==> src/rtl/riscv_ic_core.sv <==
// riscv_ic_core: single-cycle RV32I hart. One instruction is fetched, decoded and executed
// every clk; rd and the PC are committed on the rising edge.
//
// Ports
//   clk, rst            clock; asynchronous active-high reset
//   O_ibus_*            fetch bus (combinational read at O_ibus_addr = PC)
//   I_ibus_data         instruction word for the current PC
//   O_dbus_*            load/store bus (combinational read, write on clk edge)
//   I_dbus_data         aligned read word for O_dbus_addr
//   I_int               level interrupt requests (bit0 = machine timer)
//   I_jtag_haltreq      freezes PC and register state while high
//
// Configuration
//   RISCV_IC_IRQ_EN     adds mstatus/mie/mip/mtvec/mepc/mcause, CSRRx, ECALL, MRET and
//                       interrupt entry. Undefined: SYSTEM opcodes are NOPs and I_int is ignored.
module riscv_ic_core #(
  parameter logic [31:0] RESET_PC  = 32'h8000_0000,
  parameter int unsigned INT_WIDTH = 8
) (
  input  logic                 clk,
  input  logic                 rst,
  output logic                 O_ibus_req,
  output logic                 O_ibus_we,
  output logic [31:0]          O_ibus_addr,
  output logic [31:0]          O_ibus_data,
  output logic [3:0]           O_ibus_mask,
  input  logic [31:0]          I_ibus_data,
  output logic                 O_dbus_req,
  output logic                 O_dbus_we,
  output logic [31:0]          O_dbus_addr,
  output logic [31:0]          O_dbus_data,
  output logic [3:0]           O_dbus_mask,
  input  logic [31:0]          I_dbus_data,
  input  logic [INT_WIDTH-1:0] I_int,
  input  logic                 I_jtag_haltreq
);

  localparam logic [6:0] OP_LUI    = 7'h37;
  localparam logic [6:0] OP_AUIPC  = 7'h17;
  localparam logic [6:0] OP_JAL    = 7'h6f;
  localparam logic [6:0] OP_JALR   = 7'h67;
  localparam logic [6:0] OP_BRANCH = 7'h63;
  localparam logic [6:0] OP_LOAD   = 7'h03;
  localparam logic [6:0] OP_STORE  = 7'h23;
  localparam logic [6:0] OP_IMM    = 7'h13;
  localparam logic [6:0] OP_REG    = 7'h33;
`ifdef RISCV_IC_IRQ_EN
  localparam logic [6:0] OP_SYSTEM = 7'h73;
`endif

  logic [31:0] pc_q, pc_next;
  logic [31:0] regs_q [32];

  // Instruction fields
  logic [31:0] instr;
  logic [6:0]  opcode;
  logic [4:0]  rd, rs1, rs2;
  logic [2:0]  f3;
  logic [31:0] imm_i, imm_s, imm_b, imm_u, imm_j;
  logic [31:0] rs1_val, rs2_val;

  assign instr  = I_ibus_data;
  assign opcode = instr[6:0];
  assign rd     = instr[11:7];
  assign f3     = instr[14:12];
  assign rs1    = instr[19:15];
  assign rs2    = instr[24:20];
  assign imm_i  = {{20{instr[31]}}, instr[31:20]};
  assign imm_s  = {{20{instr[31]}}, instr[31:25], instr[11:7]};
  assign imm_b  = {{19{instr[31]}}, instr[31], instr[7], instr[30:25], instr[11:8], 1'b0};
  assign imm_u  = {instr[31:12], 12'h000};
  assign imm_j  = {{11{instr[31]}}, instr[31], instr[19:12], instr[20], instr[30:21], 1'b0};

  assign rs1_val = (rs1 == 5'd0) ? 32'h0 : regs_q[rs1];
  assign rs2_val = (rs2 == 5'd0) ? 32'h0 : regs_q[rs2];

  // ALU shared by OP and OP-IMM; instr[30] selects SUB (OP only) and SRA/SRAI.
  logic [31:0] alu_b, alu_res;
  logic [4:0]  shamt;

  always_comb begin
    alu_b = (opcode == OP_REG) ? rs2_val : imm_i;
    shamt = alu_b[4:0];
    case (f3)
      3'b000:  alu_res = (opcode == OP_REG && instr[30]) ? rs1_val - alu_b : rs1_val + alu_b;
      3'b001:  alu_res = rs1_val << shamt;
      3'b010:  alu_res = {31'h0, $signed(rs1_val) < $signed(alu_b)};
      3'b011:  alu_res = {31'h0, rs1_val < alu_b};
      3'b100:  alu_res = rs1_val ^ alu_b;
      3'b101:  alu_res = instr[30] ? 32'($signed(rs1_val) >>> shamt) : rs1_val >> shamt;
      3'b110:  alu_res = rs1_val | alu_b;
      default: alu_res = rs1_val & alu_b;
    endcase
  end

  logic br_taken;

  always_comb begin
    case (f3)
      3'b000:  br_taken = (rs1_val == rs2_val);
      3'b001:  br_taken = (rs1_val != rs2_val);
      3'b100:  br_taken = $signed(rs1_val) < $signed(rs2_val);
      3'b101:  br_taken = $signed(rs1_val) >= $signed(rs2_val);
      3'b110:  br_taken = rs1_val < rs2_val;
      3'b111:  br_taken = rs1_val >= rs2_val;
      default: br_taken = 1'b0;
    endcase
  end

  // Load/store address and lane extraction
  logic [31:0] ls_addr;
  logic [1:0]  lane;
  logic [7:0]  ld_byte;
  logic [15:0] ld_half;

  assign ls_addr = rs1_val + ((opcode == OP_STORE) ? imm_s : imm_i);
  assign lane    = ls_addr[1:0];
  assign ld_byte = I_dbus_data[{lane, 3'b000} +: 8];
  assign ld_half = lane[1] ? I_dbus_data[31:16] : I_dbus_data[15:0];

  logic        rd_we;
  logic [31:0] rd_val;
  logic        ls_req, ls_we;
  logic [3:0]  ls_mask;
  logic [31:0] ls_wdata;
  logic        irq_take;

`ifdef RISCV_IC_IRQ_EN
  logic        mstatus_mie_q, mstatus_mpie_q;
  logic [31:0] mie_q, mtvec_q, mepc_q, mcause_q;
  logic [11:0] csr_addr;
  logic [31:0] csr_rdata, csr_src, csr_wdata;
  logic        csr_we, ecall, mret;
  logic [4:0]  irq_idx;
  logic [INT_WIDTH-1:0] irq_vec;

  assign csr_addr = instr[31:20];
  assign csr_src  = f3[2] ? {27'h0, rs1} : rs1_val;
  assign irq_vec  = I_int & mie_q[INT_WIDTH-1:0];
  assign irq_take = mstatus_mie_q && (|irq_vec) && !I_jtag_haltreq;

  always_comb begin
    irq_idx = 5'd0;
    for (int i = INT_WIDTH - 1; i >= 0; i--) begin
      if (irq_vec[i]) irq_idx = 5'(i);
    end
  end

  always_comb begin
    case (csr_addr)
      12'h300: csr_rdata = {24'h0, mstatus_mpie_q, 3'b000, mstatus_mie_q, 3'b000};
      12'h304: csr_rdata = mie_q;
      12'h305: csr_rdata = mtvec_q;
      12'h341: csr_rdata = mepc_q;
      12'h342: csr_rdata = mcause_q;
      12'h344: csr_rdata = 32'(I_int);
      default: csr_rdata = 32'h0;
    endcase
    case (f3[1:0])
      2'b01:   csr_wdata = csr_src;
      2'b10:   csr_wdata = csr_rdata | csr_src;
      2'b11:   csr_wdata = csr_rdata & ~csr_src;
      default: csr_wdata = csr_rdata;
    endcase
  end
`else
  logic unused_int;
  assign unused_int = ^I_int;
  assign irq_take   = 1'b0;
`endif

  always_comb begin
    pc_next  = pc_q + 32'd4;
    rd_we    = 1'b0;
    rd_val   = 32'h0;
    ls_req   = 1'b0;
    ls_we    = 1'b0;
    ls_mask  = 4'h0;
    ls_wdata = 32'h0;
`ifdef RISCV_IC_IRQ_EN
    csr_we   = 1'b0;
    ecall    = 1'b0;
    mret     = 1'b0;
`endif
    case (opcode)
      OP_LUI:   begin rd_we = 1'b1; rd_val = imm_u; end
      OP_AUIPC: begin rd_we = 1'b1; rd_val = pc_q + imm_u; end
      OP_JAL: begin
        rd_we   = 1'b1;
        rd_val  = pc_q + 32'd4;
        pc_next = pc_q + imm_j;
      end
      OP_JALR: begin
        if (f3 == 3'b000) begin
          rd_we   = 1'b1;
          rd_val  = pc_q + 32'd4;
          pc_next = (rs1_val + imm_i) & ~32'd1;
        end
      end
      OP_BRANCH: if (br_taken) pc_next = pc_q + imm_b;
      OP_LOAD: begin
        ls_mask = 4'hF;
        case (f3)
          3'b000:  begin ls_req = 1'b1; rd_val = {{24{ld_byte[7]}}, ld_byte}; end
          3'b001:  begin ls_req = 1'b1; rd_val = {{16{ld_half[15]}}, ld_half}; end
          3'b010:  begin ls_req = 1'b1; rd_val = I_dbus_data; end
          3'b100:  begin ls_req = 1'b1; rd_val = {24'h0, ld_byte}; end
          3'b101:  begin ls_req = 1'b1; rd_val = {16'h0, ld_half}; end
          default: ls_req = 1'b0;
        endcase
        rd_we = ls_req;
      end
      OP_STORE: begin
        ls_we = 1'b1;
        case (f3)
          3'b000:  begin ls_req = 1'b1; ls_mask = 4'b0001 << lane;
                         ls_wdata = {4{rs2_val[7:0]}}; end
          3'b001:  begin ls_req = 1'b1; ls_mask = 4'b0011 << {lane[1], 1'b0};
                         ls_wdata = {2{rs2_val[15:0]}}; end
          3'b010:  begin ls_req = 1'b1; ls_mask = 4'hF; ls_wdata = rs2_val; end
          default: ls_req = 1'b0;
        endcase
      end
      OP_IMM, OP_REG: begin rd_we = 1'b1; rd_val = alu_res; end
`ifdef RISCV_IC_IRQ_EN
      OP_SYSTEM: begin
        if (f3[1:0] != 2'b00) begin
          rd_we  = 1'b1;
          rd_val = csr_rdata;
          // Set/clear with a zero source must not write (keeps read-only probes side-effect free)
          csr_we = (f3[1:0] == 2'b01) || (rs1 != 5'd0);
        end else if (f3 == 3'b000 && instr[31:20] == 12'h000) begin
          ecall   = 1'b1;
          pc_next = mtvec_q;
        end else if (f3 == 3'b000 && instr[31:20] == 12'h302) begin
          mret    = 1'b1;
          pc_next = mepc_q;
        end
      end
`endif
      default: ;
    endcase
    // Interrupt entry replaces the fetched instruction entirely
    if (irq_take) begin
      rd_we   = 1'b0;
      ls_req  = 1'b0;
`ifdef RISCV_IC_IRQ_EN
      csr_we  = 1'b0;
      ecall   = 1'b0;
      mret    = 1'b0;
      pc_next = {mtvec_q[31:2], 2'b00};
`endif
    end
  end

  logic active;
  assign active = !rst && !I_jtag_haltreq;

  assign O_ibus_req  = active;
  assign O_ibus_we   = 1'b0;
  assign O_ibus_addr = {pc_q[31:2], 2'b00};
  assign O_ibus_data = 32'h0;
  assign O_ibus_mask = 4'hF;

  assign O_dbus_req  = active && ls_req;
  assign O_dbus_we   = O_dbus_req && ls_we;
  assign O_dbus_addr = {ls_addr[31:2], 2'b00};
  assign O_dbus_data = ls_wdata;
  assign O_dbus_mask = O_dbus_req ? ls_mask : 4'h0;

  always_ff @(posedge clk or posedge rst) begin
    if (rst) begin
      pc_q <= RESET_PC;
      for (int i = 0; i < 32; i++) regs_q[i] <= 32'h0;
    end else if (!I_jtag_haltreq) begin
      pc_q <= pc_next;
      if (rd_we && rd != 5'd0) regs_q[rd] <= rd_val;
    end
  end

`ifdef RISCV_IC_IRQ_EN
  always_ff @(posedge clk or posedge rst) begin
    if (rst) begin
      mstatus_mie_q  <= 1'b0;
      mstatus_mpie_q <= 1'b0;
      mie_q          <= 32'h0;
      mtvec_q        <= 32'h0;
      mepc_q         <= 32'h0;
      mcause_q       <= 32'h0;
    end else if (!I_jtag_haltreq) begin
      if (irq_take) begin
        mepc_q         <= pc_q;
        mcause_q       <= 32'h8000_0000 | 32'(irq_idx);
        mstatus_mpie_q <= mstatus_mie_q;
        mstatus_mie_q  <= 1'b0;
      end else if (ecall) begin
        mepc_q   <= pc_q;
        mcause_q <= 32'd11;
      end else if (mret) begin
        mstatus_mie_q  <= mstatus_mpie_q;
        mstatus_mpie_q <= 1'b1;
      end else if (csr_we) begin
        case (csr_addr)
          12'h300: begin
            mstatus_mie_q  <= csr_wdata[3];
            mstatus_mpie_q <= csr_wdata[7];
          end
          12'h304: mie_q    <= csr_wdata;
          12'h305: mtvec_q  <= csr_wdata;
          12'h341: mepc_q   <= csr_wdata;
          12'h342: mcause_q <= csr_wdata;
          default: ;
        endcase
      end
    end
  end
`endif

endmodule

==> config.mk <==
export PLATFORM = sky130hd
export DESIGN_NAME = riscv_ic_core
export DESIGN_NICKNAME = d
export VERILOG_FILES = /design/src/rtl/riscv_ic_core.sv
export SDC_FILE = /design/constraint.sdc
export NUM_CORES = 2
export LEC_CHECK = 0
export CAP_MARGIN = 20
export CORE_ASPECT_RATIO = 1.75
export CORE_MARGIN = 2
export CORE_UTILIZATION = 57
export CTS_CLUSTER_SIZE = 25
export DETAILED_ROUTE_END_ITERATION = 6
export PLACE_DENSITY = 0.81
export SYNTH_ARGS = -nofsm -noshare
export SYNTH_HDL_FRONTEND = slang
export SYNTH_SLANG_ARGS = --single-unit
==> constraint.sdc <==
create_clock -name clk -period 53 [get_ports clk]
set_clock_uncertainty 0.15 [all_clocks]
set_input_delay 10.6 -clock clk [delete_from_list [all_inputs] [get_ports clk]]
set_output_delay 10.6 -clock clk [all_outputs]
set_load 0.05 [all_outputs]
==> reports/metrics.cfg <==
[status]
outcome=finished with violations
violations=design-rule violations

[final_layout]
fin_nets=8369
drive_gt1_share_pct=14.3
stdcell_area_mm2=0.0829
area_growth_syn_to_layout_pct=8.63

[drt]
drt-initial-drc-count=11100
wl_mm=376
drc_errors=3
first_pass_iters=7
wl_per_cell_um=38.1
ant_nets=0
via_count=76200
viasPerCell=7.71

[sta]
setup-tns-final_ns=0
slew_headroom_pct=2.94
fin_crit_sh_pct=56.9
rsz0062_at_grt=false
slew_viol_final=0
fmax_mhz=33.1
tightest_slew_ns=1.45
min_period_ns=30.17
report.final.setup_viol=0
hold_viol=0

[logic_synthesis]
ys.flop_type=dfrtp_1
syn_inst=8337
yosysSeqAreaShare_pct=34.6
async_flop_share_pct=100
ys_warn_count=0
muxShareOfSynthArea_pct=18.1
synth_area_mm2=0.0763
synth-seq-cells=1055
synth-compound-area-share_pct=22.9
synth_edf_count=0
synth-simple-area-share_pct=12.8
synth.avg_cell_area_um2=9.15
synth_top_family_by_area=compound AO/OA/AOI/OAI gates
ys_types=109
synth_xor_area_share_pct=1.70
yosys.area_share.adder_pct=3.78

[global_routing]
grt_max_degree=182
grt_pass1_vias=75200
antenna_found_initial=39
grt_usage_pct=55.9
grt_pass1_wl_mm=542
overflow=0

[die]
ios=215
rows=177
fp.coreArea_mm2=0.133
dieHeight_um=488
initial_core_util_pct=57.4
die_x_um=281
dieArea_mm2=0.137

[critical_path]
crit_arrival_ns=19.42
r2r_setup_slack_ns=44.28
r2r_start=regs_q[514]
crit_type=in2out
reg2reg_depth=21
crit_slowest_cell=and3_1
worstReg2RegEnd=regs_q[380]
critPathCaptureType=output pin
critPathMaxStageDelay_ns=1.06
path_cells=buf_8 > buf_4 > buf_12 > buf_4 > mux4_2 > a22o_1 > a31oi_1 > and3_1 > inv_1 > ha_1 > a21oi_1 > o21a_1 > nor2_1 > nor2_1 > o21ai_0 > a21oi_1 > xnor2_1 > clkdlybuf4s50_1
critPathLaunchType=primary input
worstPathRequired_ns=42.25
critPathMaxFanout=92

[power]
internal-power_mw=1.38
power_mw=2.16
power_switching_uw=787
pwr-share-seq_pct=38.2
p_comb_share_pct=27.9
power_density_mw_per_mm2=26.1
leakage_nw=34.7
clockPowerShare_pct=33.9
vdd_drop_max_mv=0.0358
swShare_pct=36.4

[worst_hold_path]
hp-class=reg2reg
holdPathStages=0
worstHoldStart=regs_q[1022]
worstHoldEndpoint=regs_q[1022]

[clock_network]
clkSinkCount=1055
clk-insertion-delay-late_ns=0.81
ctsResizeCount=0
cts_tree=built
postCtsSetupBuffers=0
clockBufferDepth=3
cts.reportedPaths.clkPinSlew_ns=0.07
cts_buffers=94
htree_levels=3
cts_hold_buf=0
cts_root_buf=clkbuf_16

[job]
drv_cap=0

[placement]
place_congestion=1.15
io_buffers=165
hpwl_mm=254
placed_area_mm2=0.0788

[stage by stage]
step                setup WS, ns  utilization, %  instances  hold slack, ns
floorplan                  12.56               -       8376           0.278
global placement           23.78            59.3       9626           0.214
detailed placement         23.73            59.3       9631           0.215
CTS                        23.68            61.7       9800           0.230
global route               22.98            62.3       9849           0.236
finish                     22.83            62.4       9878           0.230
[power groups by stage]
stage | Combinational, mW | Clock (mW) | Sequential (mW)
3_5_place_dp | 0.560 | 0 | 0.842
3_3_place_gp | 0.556 | 0 | 0.841
4_1_cts | 0.562 | 0.727 | 0.826
5_1_grt | 0.622 | 0.757 | 0.827
6_report | 0.604 | 0.733 | 0.827
2_1_floorplan | 0.361 | 0 | 0.837
[cell type report]
type	instances	area, um2
inverters	168	642
clock buffers	127	2640
well taps	1700	2130
fillers	10800	50000
repair buffers	456	4220
diodes	37	92.6
flip-flops and latches	1055	26400
clock inverters	42	569
multi-input cells	6293	46200
[critical path, delay by kind of cell]
kind            cells  cell delay, ns
simple gates        3            1.46
fa+ha+maj           1            0.53
compound gates      6            1.74
xor+xnor            1            0.35
buf+inv             6            3.67
mux                 1            0.47
[sequential cells by signal, summed over array words and instances (netlist names)]
name	flops
pc_q	31
regs_q	1024
[per-layer routing]
layer	global-route usage, %	up-vias	routed length (um)
met3	25.7	2634	50200
met4	62.7	18	52900
met5	2.13	-	294
met1	55.8	36400	110000
met2	80.9	6802	162000
li1	-	30300	-
[worst max-delay path by stage]
stage | endpoint | slack [ns] | from | cells after the start
floorplan | pc_q[10] | 12.56 | rst | 1
global placement | O_dbus_addr[29] | 23.78 | I_ibus_data[16] | 20
detailed placement | O_dbus_addr[29] | 23.73 | I_ibus_data[16] | 20
CTS | O_dbus_addr[29] | 23.68 | I_ibus_data[16] | 20
global route | O_dbus_addr[29] | 22.98 | I_ibus_data[16] | 20
finish | O_dbus_addr[23] | 22.83 | I_ibus_data[16] | 18
[layout by cell type (no fill, tap or decap), drive strengths merged, types with 48 or more instances in the layout]
cell type      Yosys  final
mux4             371    371
nor2             402    402
xnor2            103    103
a211oi            57     57
o211ai            60     60
nand3            175    175
a21oi            532    532
a31oi             48     48
nand4             50     50
clkdlybuf4s50      0    152
o221ai           134    134
mux2i            441    441
clkbuf           544    130
mux2              92     92
o22ai             88     88
ha               219    219
o31ai            184    184
a22oi             80     80
a221oi            50     50
o21ai           1106   1106
nor3             116    116
inv              161    165
nand2           1161   1161
dfrtp           1054   1054
o21a              57     57
a21o              87     87
buf              316    301
[cell families (layout without fill, tap and decap cells)]
family | Yosys count | after routing
flip-flops | 1055 | 1055
multiplexers | 904 | 904
XOR/XNOR | 148 | 148
buffers and inverters | 1028 | 793
other | 2 | 78
AO/OA/AOI/OAI | 2757 | 2757
adder cells (fa/ha/maj) | 226 | 226
AND/OR/NAND/NOR | 2217 | 2217
[cells in the mapped netlist (all sizes together), types with 40 or more instances]
library cell,instances,area (um2)
xor2,45,394
mux4,371,8360
buf,316,1970
nand3,175,876
dfrtp,1054,26400
a211oi,57,438
nor2b,43,269
o31ai,184,1560
a21oi,532,2680
nor3b,40,300
inv,161,607
o21ai,1106,5650
nand2b,44,275
nor3,116,591
mux2i,441,4410
xnor2,103,902
o21a,57,428
and3,41,257
o221ai,134,1170
mux2,92,1040
ha,219,2740
a221oi,50,444
a22oi,80,601
o22ai,88,551
nand4,50,319
a31oi,48,307
a21o,87,653
clkbuf,544,2070
o211ai,60,450
nand2,1161,4360
nor2,402,1530
Power figures use the tool's default switching activity.
